**config.mk**
```make
export PLATFORM = sky130hd
export DESIGN_NAME = lag_sensor_capture
export DESIGN_NICKNAME = d
export VERILOG_FILES = /design/src/rtl/lag_sensor_capture_pkg.sv /design/src/rtl/lag_sensor_capture_sensor_sync.sv /design/src/rtl/lag_sensor_capture.sv
export SDC_FILE = /design/constraint.sdc
export NUM_CORES = 1
export LEC_CHECK = 0
export ABC_AREA = 1
export CORE_UTILIZATION = 40
export CTS_BUF_LIST = sky130_fd_sc_hd__clkbuf_8
export DETAILED_ROUTE_END_ITERATION = 8
export SYNTH_ARGS = -nofsm -noshare
export SYNTH_HDL_FRONTEND = slang
export SYNTH_HIERARCHICAL = 1
export SYNTH_SLANG_ARGS = --single-unit
```
**constraint.sdc**
```tcl
create_clock -name clock -period 2.35 [get_ports clock]
set_clock_uncertainty 0.15 [all_clocks]
set_input_delay 0.47 -clock clock [delete_from_list [all_inputs] [get_ports clock]]
set_output_delay 0.47 -clock clock [all_outputs]
set_load 0.1 [all_outputs]
```
**src/rtl/lag_sensor_capture_pkg.sv**
```systemverilog
// rtl/lag_sensor_capture_pkg.sv - shared state enum and default constants for the lag sensor capture
package lag_sensor_capture_pkg;

  // Measurement FSM states
  typedef enum logic [1:0] {
    IDLE      = 2'd0,
    WAIT_DARK = 2'd1,
    MEASURE   = 2'd2,
    RELEASE   = 2'd3
  } lag_state_t;

  // Defaults shared with the lag/result formatter
  localparam int                            DEFAULT_LAG_COUNTER_SIZE = 24;
  localparam int                            DEFAULT_DEBOUNCE         = 16;
  localparam logic [DEFAULT_LAG_COUNTER_SIZE-1:0] DEFAULT_TIMEOUT    = 24'hFF_FFFF;

endpackage

```
**src/rtl/lag_sensor_capture_sensor_sync.sv**
```systemverilog
// rtl/lag_sensor_capture_sensor_sync.sv - N-stage synchronizer with registered rising-edge pulse
module lag_sensor_capture_sensor_sync #(
  parameter int SYNC_STAGES = 2
) (
  input  logic clock,
  input  logic reset_n,
  input  logic i_sensor,
  output logic o_level,
  output logic o_rise
);

  logic [SYNC_STAGES-1:0] r_sync;
  logic                   r_rise;

  // Shift the asynchronous input through the chain; the pulse lines up with the level going high
  always_ff @(posedge clock or negedge reset_n) begin
    if (!reset_n) begin
      r_sync <= '0;
      r_rise <= 1'b0;
    end else begin
      r_sync <= {r_sync[SYNC_STAGES-2:0], i_sensor};
      r_rise <= r_sync[SYNC_STAGES-2] & ~r_sync[SYNC_STAGES-1];
    end
  end

  assign o_level = r_sync[SYNC_STAGES-1];
  assign o_rise  = r_rise;

endmodule

```
**src/rtl/lag_sensor_capture.sv**
```systemverilog
// rtl/lag_sensor_capture.sv - display lag measurement FSM; LAG_AVERAGE_EN adds an 8-result running average
module lag_sensor_capture
  import lag_sensor_capture_pkg::*;
#(
  parameter int                          SYNC_STAGES      = 2,
  parameter int                          DEBOUNCE         = DEFAULT_DEBOUNCE,
  parameter int                          LAG_COUNTER_SIZE = DEFAULT_LAG_COUNTER_SIZE,
  parameter logic [LAG_COUNTER_SIZE-1:0] TIMEOUT          = DEFAULT_TIMEOUT
) (
  input  logic                        clock,
  input  logic                        reset_n,
  input  logic                        starttrigger,
  input  logic                        sensor,
  output logic [LAG_COUNTER_SIZE-1:0] lag_cycles,
  output logic                        lag_valid,
  output logic                        timeout,
  output logic                        overrun,
  output logic                        busy
`ifdef LAG_AVERAGE_EN
  ,
  output logic [LAG_COUNTER_SIZE-1:0] lag_avg
`endif
);

  localparam logic [LAG_COUNTER_SIZE-1:0] CNT_ONE = LAG_COUNTER_SIZE'(1);
  localparam logic [7:0]                  DEB     = 8'(DEBOUNCE);
  localparam logic [7:0]                  DEB_ONE = 8'd1;

  lag_state_t                  r_state, w_state_nxt;
  logic [LAG_COUNTER_SIZE-1:0] r_cnt, w_cnt_nxt, w_cnt_inc;
  logic [7:0]                  r_dbc, w_dbc_nxt;
  logic [LAG_COUNTER_SIZE-1:0] r_cand, w_cand_nxt;
  logic [LAG_COUNTER_SIZE-1:0] r_lag_cycles, w_lag_nxt;
  logic                        r_lag_valid, w_valid_nxt;
  logic                        r_timeout, w_timeout_nxt;
  logic                        r_overrun, w_overrun_nxt;
  logic                        r_busy, w_busy_nxt;
  logic                        w_level, w_rise;

  lag_sensor_capture_sensor_sync #(
    .SYNC_STAGES(SYNC_STAGES)
  ) u_sync (
    .clock   (clock),
    .reset_n (reset_n),
    .i_sensor(sensor),
    .o_level (w_level),
    .o_rise  (w_rise)
  );

  // Register FSM state, counters and published results
  always_ff @(posedge clock or negedge reset_n) begin
    if (!reset_n) begin
      r_state      <= IDLE;
      r_cnt        <= '0;
      r_dbc        <= '0;
      r_cand       <= '0;
      r_lag_cycles <= '0;
      r_lag_valid  <= 1'b0;
      r_timeout    <= 1'b0;
      r_overrun    <= 1'b0;
      r_busy       <= 1'b0;
    end else begin
      r_state      <= w_state_nxt;
      r_cnt        <= w_cnt_nxt;
      r_dbc        <= w_dbc_nxt;
      r_cand       <= w_cand_nxt;
      r_lag_cycles <= w_lag_nxt;
      r_lag_valid  <= w_valid_nxt;
      r_timeout    <= w_timeout_nxt;
      r_overrun    <= w_overrun_nxt;
      r_busy       <= w_busy_nxt;
    end
  end

  // Next-state and next-value logic; the counter saturates at TIMEOUT instead of wrapping
  always_comb begin
    w_state_nxt   = r_state;
    w_cnt_inc     = (r_cnt == TIMEOUT) ? TIMEOUT : r_cnt + CNT_ONE;
    w_cnt_nxt     = r_cnt;
    w_dbc_nxt     = r_dbc;
    w_cand_nxt    = r_cand;
    w_lag_nxt     = r_lag_cycles;
    w_valid_nxt   = 1'b0;
    w_timeout_nxt = r_timeout;
    w_overrun_nxt = r_overrun | (starttrigger && (r_state != IDLE));
    case (r_state)
      IDLE: begin
        if (starttrigger) begin
          w_cnt_nxt   = '0;
          w_dbc_nxt   = '0;
          w_state_nxt = w_level ? WAIT_DARK : MEASURE;
        end
      end
      WAIT_DARK: begin
        // Count keeps running so the result stays referenced to the trigger
        w_cnt_nxt = w_cnt_inc;
        if (!w_level) begin
          w_dbc_nxt   = '0;
          w_state_nxt = MEASURE;
        end
      end
      MEASURE: begin
        w_cnt_nxt = w_cnt_inc;
        if (w_rise) begin
          w_cand_nxt = r_cnt;
          w_dbc_nxt  = DEB_ONE;
        end else if (w_level) begin
          w_dbc_nxt = r_dbc + DEB_ONE;
        end else begin
          w_dbc_nxt = '0;
        end
        if (w_dbc_nxt == DEB) begin
          w_lag_nxt     = w_cand_nxt;
          w_timeout_nxt = 1'b0;
          w_valid_nxt   = 1'b1;
          w_dbc_nxt     = '0;
          w_state_nxt   = RELEASE;
        end else if (r_cnt == TIMEOUT) begin
          w_lag_nxt     = TIMEOUT;
          w_timeout_nxt = 1'b1;
          w_valid_nxt   = 1'b1;
          w_dbc_nxt     = '0;
          w_state_nxt   = IDLE;
        end
      end
      RELEASE: begin
        // Require a stable dark field before re-arming
        w_dbc_nxt = w_level ? '0 : r_dbc + DEB_ONE;
        if (w_dbc_nxt == DEB) begin
          w_dbc_nxt   = '0;
          w_state_nxt = IDLE;
        end
      end
      default: w_state_nxt = IDLE;
    endcase
    w_busy_nxt = (w_state_nxt != IDLE);
  end

  assign lag_cycles = r_lag_cycles;
  assign lag_valid  = r_lag_valid;
  assign timeout    = r_timeout;
  assign overrun    = r_overrun;
  assign busy       = r_busy;

`ifdef LAG_AVERAGE_EN
  logic [LAG_COUNTER_SIZE-1:0] r_avg_buf [8];
  logic [LAG_COUNTER_SIZE+2:0] r_avg_sum, w_avg_sum_nxt;
  logic [LAG_COUNTER_SIZE-1:0] r_lag_avg;

  // Running sum: add the newest result, drop the one falling out of the window
  always_comb begin
    w_avg_sum_nxt = r_avg_sum + {3'b000, r_lag_cycles} - {3'b000, r_avg_buf[7]};
  end

  // Shift non-timeout results into the window the cycle after the strobe
  always_ff @(posedge clock or negedge reset_n) begin
    if (!reset_n) begin
      for (int i = 0; i < 8; i++) r_avg_buf[i] <= '0;
      r_avg_sum <= '0;
      r_lag_avg <= '0;
    end else if (r_lag_valid && !r_timeout) begin
      for (int i = 7; i > 0; i--) r_avg_buf[i] <= r_avg_buf[i-1];
      r_avg_buf[0] <= r_lag_cycles;
      r_avg_sum    <= w_avg_sum_nxt;
      r_lag_avg    <= w_avg_sum_nxt[LAG_COUNTER_SIZE+2:3];
    end
  end

  assign lag_avg = r_lag_avg;
`else
  // Averaging disabled: no result window is kept
`endif

endmodule

```
==> results of run 1 <==
## worst max path at each step
stage / from / to
after floorplan: r_dbc[0] / lag_cycles[22]
after global placement: r_cnt[1] / r_cnt[13]
after detailed placement: r_cnt[1] / lag_cycles[7]
after CTS: r_cnt[1] / lag_cycles[7]
after global routing: r_dbc[1] / lag_cycles[15]
final: r_dbc[0] / lag_cycles[14]
## layout make-up
class | instances | area (um^2) | area share
Timing Repair Buffer | 54 | 437.9 | 0.08070
Tap cell | 143 | 178.9 | 0.03297
Multi-Input combinational cell | 424 | 2128 | 0.3922
Inverter | 60 | 237.7 | 0.04381
Sequential cell | 89 | 2227 | 0.4104
Clock inverter | 6 | 92.59 | 0.01706
Clock buffer | 9 | 123.9 | 0.02283
## state kept, by name (all words and copies together) (netlist names)
signal / cells
r_state: 2
r_dbc: 8
lag_valid: 1
busy: 1
u_sync/r_sync: 2
u_sync/o_rise: 1
r_cnt: 24
lag_cycles: 24
r_cand: 24
overrun: 1
timeout: 1
## metal layers
metal,GRT usage,vias to the layer above
met5,0,-
met4,0.09048,0
met3,0.03082,17
met2,0.2973,71
met1,0.2657,1906
li1,-,2034
## power groups by stage
stage	Sequential [mW]	Combinational [mW]	Clock, mW
after floorplan	3.00	1.47	0
after global placement	2.39	2.80	0
after detailed placement	2.41	2.82	0
after CTS	2.39	2.84	1.21
after global routing	2.46	3.16	1.27
final	2.39	2.86	1.17
## cells by family (layout without fill, tap and decap cells)
logic type,Yosys count,count (layout),share of synthesized area
mux,1,1,0.002149
simple gates,275,275,0.2560
fa+ha+maj,6,6,0.01612
flops,89,89,0.4781
xor+xnor,9,9,0.01692
compound gates,133,133,0.1582
buf+inv,84,129,0.07252
## repair_timing
item | 4_1_cts | 5_1_grt
setup buffers | 0 | 4
endpoints found under the setup margin | 0 | 30
hold endpoints to repair | 18 | 0
hold buffers | 1 | 0
gates resized for setup | 0 | 11
## through the flow
step,total power [mW],hold WS (ns),cell area (um^2)
after floorplan,4.467,0.02441,4658
after global placement,5.194,0.2277,5127
after detailed placement,5.236,0.2361,5127
after CTS,6.429,0.2632,5354
after global routing,6.892,0.2638,5426
final,6.420,0.2541,5426
## placed cells by master (no fill, tap or decap), types with 2 or more instances in the layout
cell	instances
sky130_fd_sc_hd__bufinv_16	2
sky130_fd_sc_hd__clkinvlp_4	2
sky130_fd_sc_hd__clkdlybuf4s50_1	2
sky130_fd_sc_hd__nor2_4	3
sky130_fd_sc_hd__nand3_2	2
sky130_fd_sc_hd__nor2_2	4
sky130_fd_sc_hd__buf_12	2
sky130_fd_sc_hd__nor3_1	7
sky130_fd_sc_hd__xor2_1	9
sky130_fd_sc_hd__a22oi_1	2
sky130_fd_sc_hd__o21bai_1	2
sky130_fd_sc_hd__o22ai_1	3
sky130_fd_sc_hd__nand3_1	30
sky130_fd_sc_hd__a21oi_1	19
sky130_fd_sc_hd__nand4_1	13
sky130_fd_sc_hd__a31oi_1	7
sky130_fd_sc_hd__o21ai_0	85
sky130_fd_sc_hd__ha_1	5
sky130_fd_sc_hd__buf_4	49
sky130_fd_sc_hd__nor2_1	62
sky130_fd_sc_hd__nand2_1	142
sky130_fd_sc_hd__nand3b_1	3
sky130_fd_sc_hd__clkbuf_8	9
sky130_fd_sc_hd__inv_1	57
sky130_fd_sc_hd__dfrtp_1	89
sky130_fd_sc_hd__nor3_2	2
sky130_fd_sc_hd__a21oi_2	8
sky130_fd_sc_hd__o211ai_1	3
sky130_fd_sc_hd__inv_2	2
sky130_fd_sc_hd__nand2_2	2
sky130_fd_sc_hd__nand2_4	2
==> impl_metrics.csv, run 1 <==
group,metric,value,unit
yosys,post_synth_inst_count,597,
worst_setup_path,criticalPathCategory,"register to register",
worst_hold_path,whs_path_depth,0,
routing,routed_wl,10.71,mm
routing,highest-signal-layer,"met4",
yosys,postSynth.asyncResetShare,1.000,
cts,clk_path_buf_depth,2,
worst_setup_path,r2r-end,"lag_cycles[14]",
pwr,p_int,3.435,mW
yosys,synth_top_cell_by_area,"sky130_fd_sc_hd__dfrtp_1",
floorplan,core_region_area,0.01137,mm^2
final_layout,antenna_cells,0,
grt,grt-ovfl-total,0,
cts,tritoncts,"built",
worst_setup_path,timing.critical_path.fanout_max,19,
yosys,syn_area,0.004658,mm^2
yosys,synth_seq_cells,89,
yosys,mappedNetlistNets,607,
pwr,power.share.sequential,0.373,
grt,via_count_of_the_first_global_routing_pass,3718,
routing,drt_iter0_drc,280,
worst_setup_path,critPathMaxStageDelay,0.40,ns
grt,grtUsageTotal,0.1932,
routing,drcViolationCount,0,
placed_design,count_of_buffers_inserted_at_the_top_level_ports,31,
pwr,pwr-share-comb,0.445,
yosys,synth_top_cell_area_share,0.4781,
worst_setup_path,register_to_register_setup_slack,0.14,ns
final_layout,nFillCells,1108,
routing,met2_wirelength,4.964,mm
worst_hold_path,worst_hold_path.endpoint,"u_sync/r_sync[1]",
yosys,ys.flop_type,"sky130_fd_sc_hd__dfrtp_1",
job,drv_cap,0,
floorplan,io-pin-count,32,
worst_setup_path,count_of_cells_along_the_worst_register_to_register_path,12,
worst_setup_path,critical-path-slowest-cell,"sky130_fd_sc_hd__dfrtp_1",
worst_setup_path,worst-path-buf-inv,1,
sta,max-slew-margin-rel,0.6300,
worst_setup_path,critPathRequiredTime,2.46,ns
pwr,power.static_leakage,2.589,nW
worst_hold_path,timing.hold.worst.class,"register to register",
final_layout,finish.cell_count_without_fillers,785,
final_layout,area_growth,16.49,%
yosys,ys_top_cells_by_area,"sky130_fd_sc_hd__dfrtp_1, sky130_fd_sc_hd__nand2_1, sky130_fd_sc_hd__o21ai_0",
final_layout,layout.nets,648,
worst_hold_path,hold_path_startpoint,"u_sync/r_sync[0]",
cts,library_cell_used_as_clock_root_buffer,"sky130_fd_sc_hd__clkbuf_8",
routing,post_drt_wl_per_cell,13.65,um
yosys,synth-edff-count,0,
sta,final.setup.worst_slack,0.1369,ns
yosys,synth.most_common_cell,"sky130_fd_sc_hd__nand2_1",
worst_setup_path,critical_path.reg2reg.startpoint,"r_dbc[0]",
routing,route.detailed.vias_per_inst,5.131,
placed_design,number_of_instances_in_the_placed_design,765,
grt,number_of_antenna_violations_at_the_first_check_in_global_routing,0,
floorplan,initial_core_util,0.4097,
yosys,synth.lib_cells_used.distinct,36,
worst_setup_path,setup.worst_path.end_class,"register",
sta,totalNegativeSetupSlack,0,ns
cts,clk_latency,0.38,ns
run_status,status,"complete, no violations",
pwr,power.switching,2.984,mW
worst_setup_path,critical-path-top-delay-family,"simple AND/OR/NAND/NOR gates",
yosys,seq_area_frac_synth,0.4781,
routing,routed_met1_length,5.192,mm
worst_setup_path,worst_setup_path_start_kind,"register",
final_layout,postLayoutCoreUtil,0.4773,
sta,tightest_slew,0.5507,ns
cts,tritoncts_num_sinks,89,
floorplan,die_width,109.9,um
worst_setup_path,timing.critical_path.depth,12,
routing,first_pass_iters,4,
cts,clk_pin_slew,0.09,ns
worst_setup_path,crit_chain,"ha_2, nand3_1, o21bai_2, nand2_1, nor2_1, nor2_2, nand2_2, nand2_2, nand2_8, clkinv_8, nor2_1, a21oi_2",
routing,ant_nets,0,
routing,detailroute.via_count,4028,
pwr,swShare,0.4649,
cts,cts_inserted_buffers,9,
grt,grt_first_pass_wirelength,17.83,mm
pwr,power.share.clock,0.183,
placed_design,gp_routability_congestion,0.8934,
yosys,synth-warning-count,6,
floorplan,die_h,109.9,um
sta,fmax,451.9,MHz
sta,final-max-slew-violation-count,0,
worst_setup_path,cp.arrival,2.33,ns
yosys,syn-mean-instance-area,7.803,um^2
floorplan,fp.dieArea,0.01208,mm^2
pwr,vdd_drop_max,632.2,uV
sta,period_minus_slack,2.213,ns
routing,wl_met3,338,um
placed_design,detailedPlacementHpwl,7.533,mm
yosys,yosys-top-cells-count,"sky130_fd_sc_hd__nand2_1, sky130_fd_sc_hd__dfrtp_1, sky130_fd_sc_hd__o21ai_0, sky130_fd_sc_hd__nor2_1, sky130_fd_sc_hd__inv_1",
final_layout,drive_above_1_share,0.1495,
grt,maximum_number_of_pins_on_one_net_before_global_route_repair,49,
sta,post-route-period-util,0.9417,
floorplan,rows,39,
pwr,power_per_cell_area,1183,mW/mm^2
sta,final_hold_viol_count,0,
cts,cts_max_level,3,
sta,setup_viol,0,
placed_design,dpl_worst_slack,0.1141,ns
Power figures use the tool's default switching activity.
==> run 2, diff against run 1 <==
Settings changed: CAP_MARGIN from default to 20.
==> results of run 2 <==
No change in the layout: final DEF, timing and power equal those of run 1.
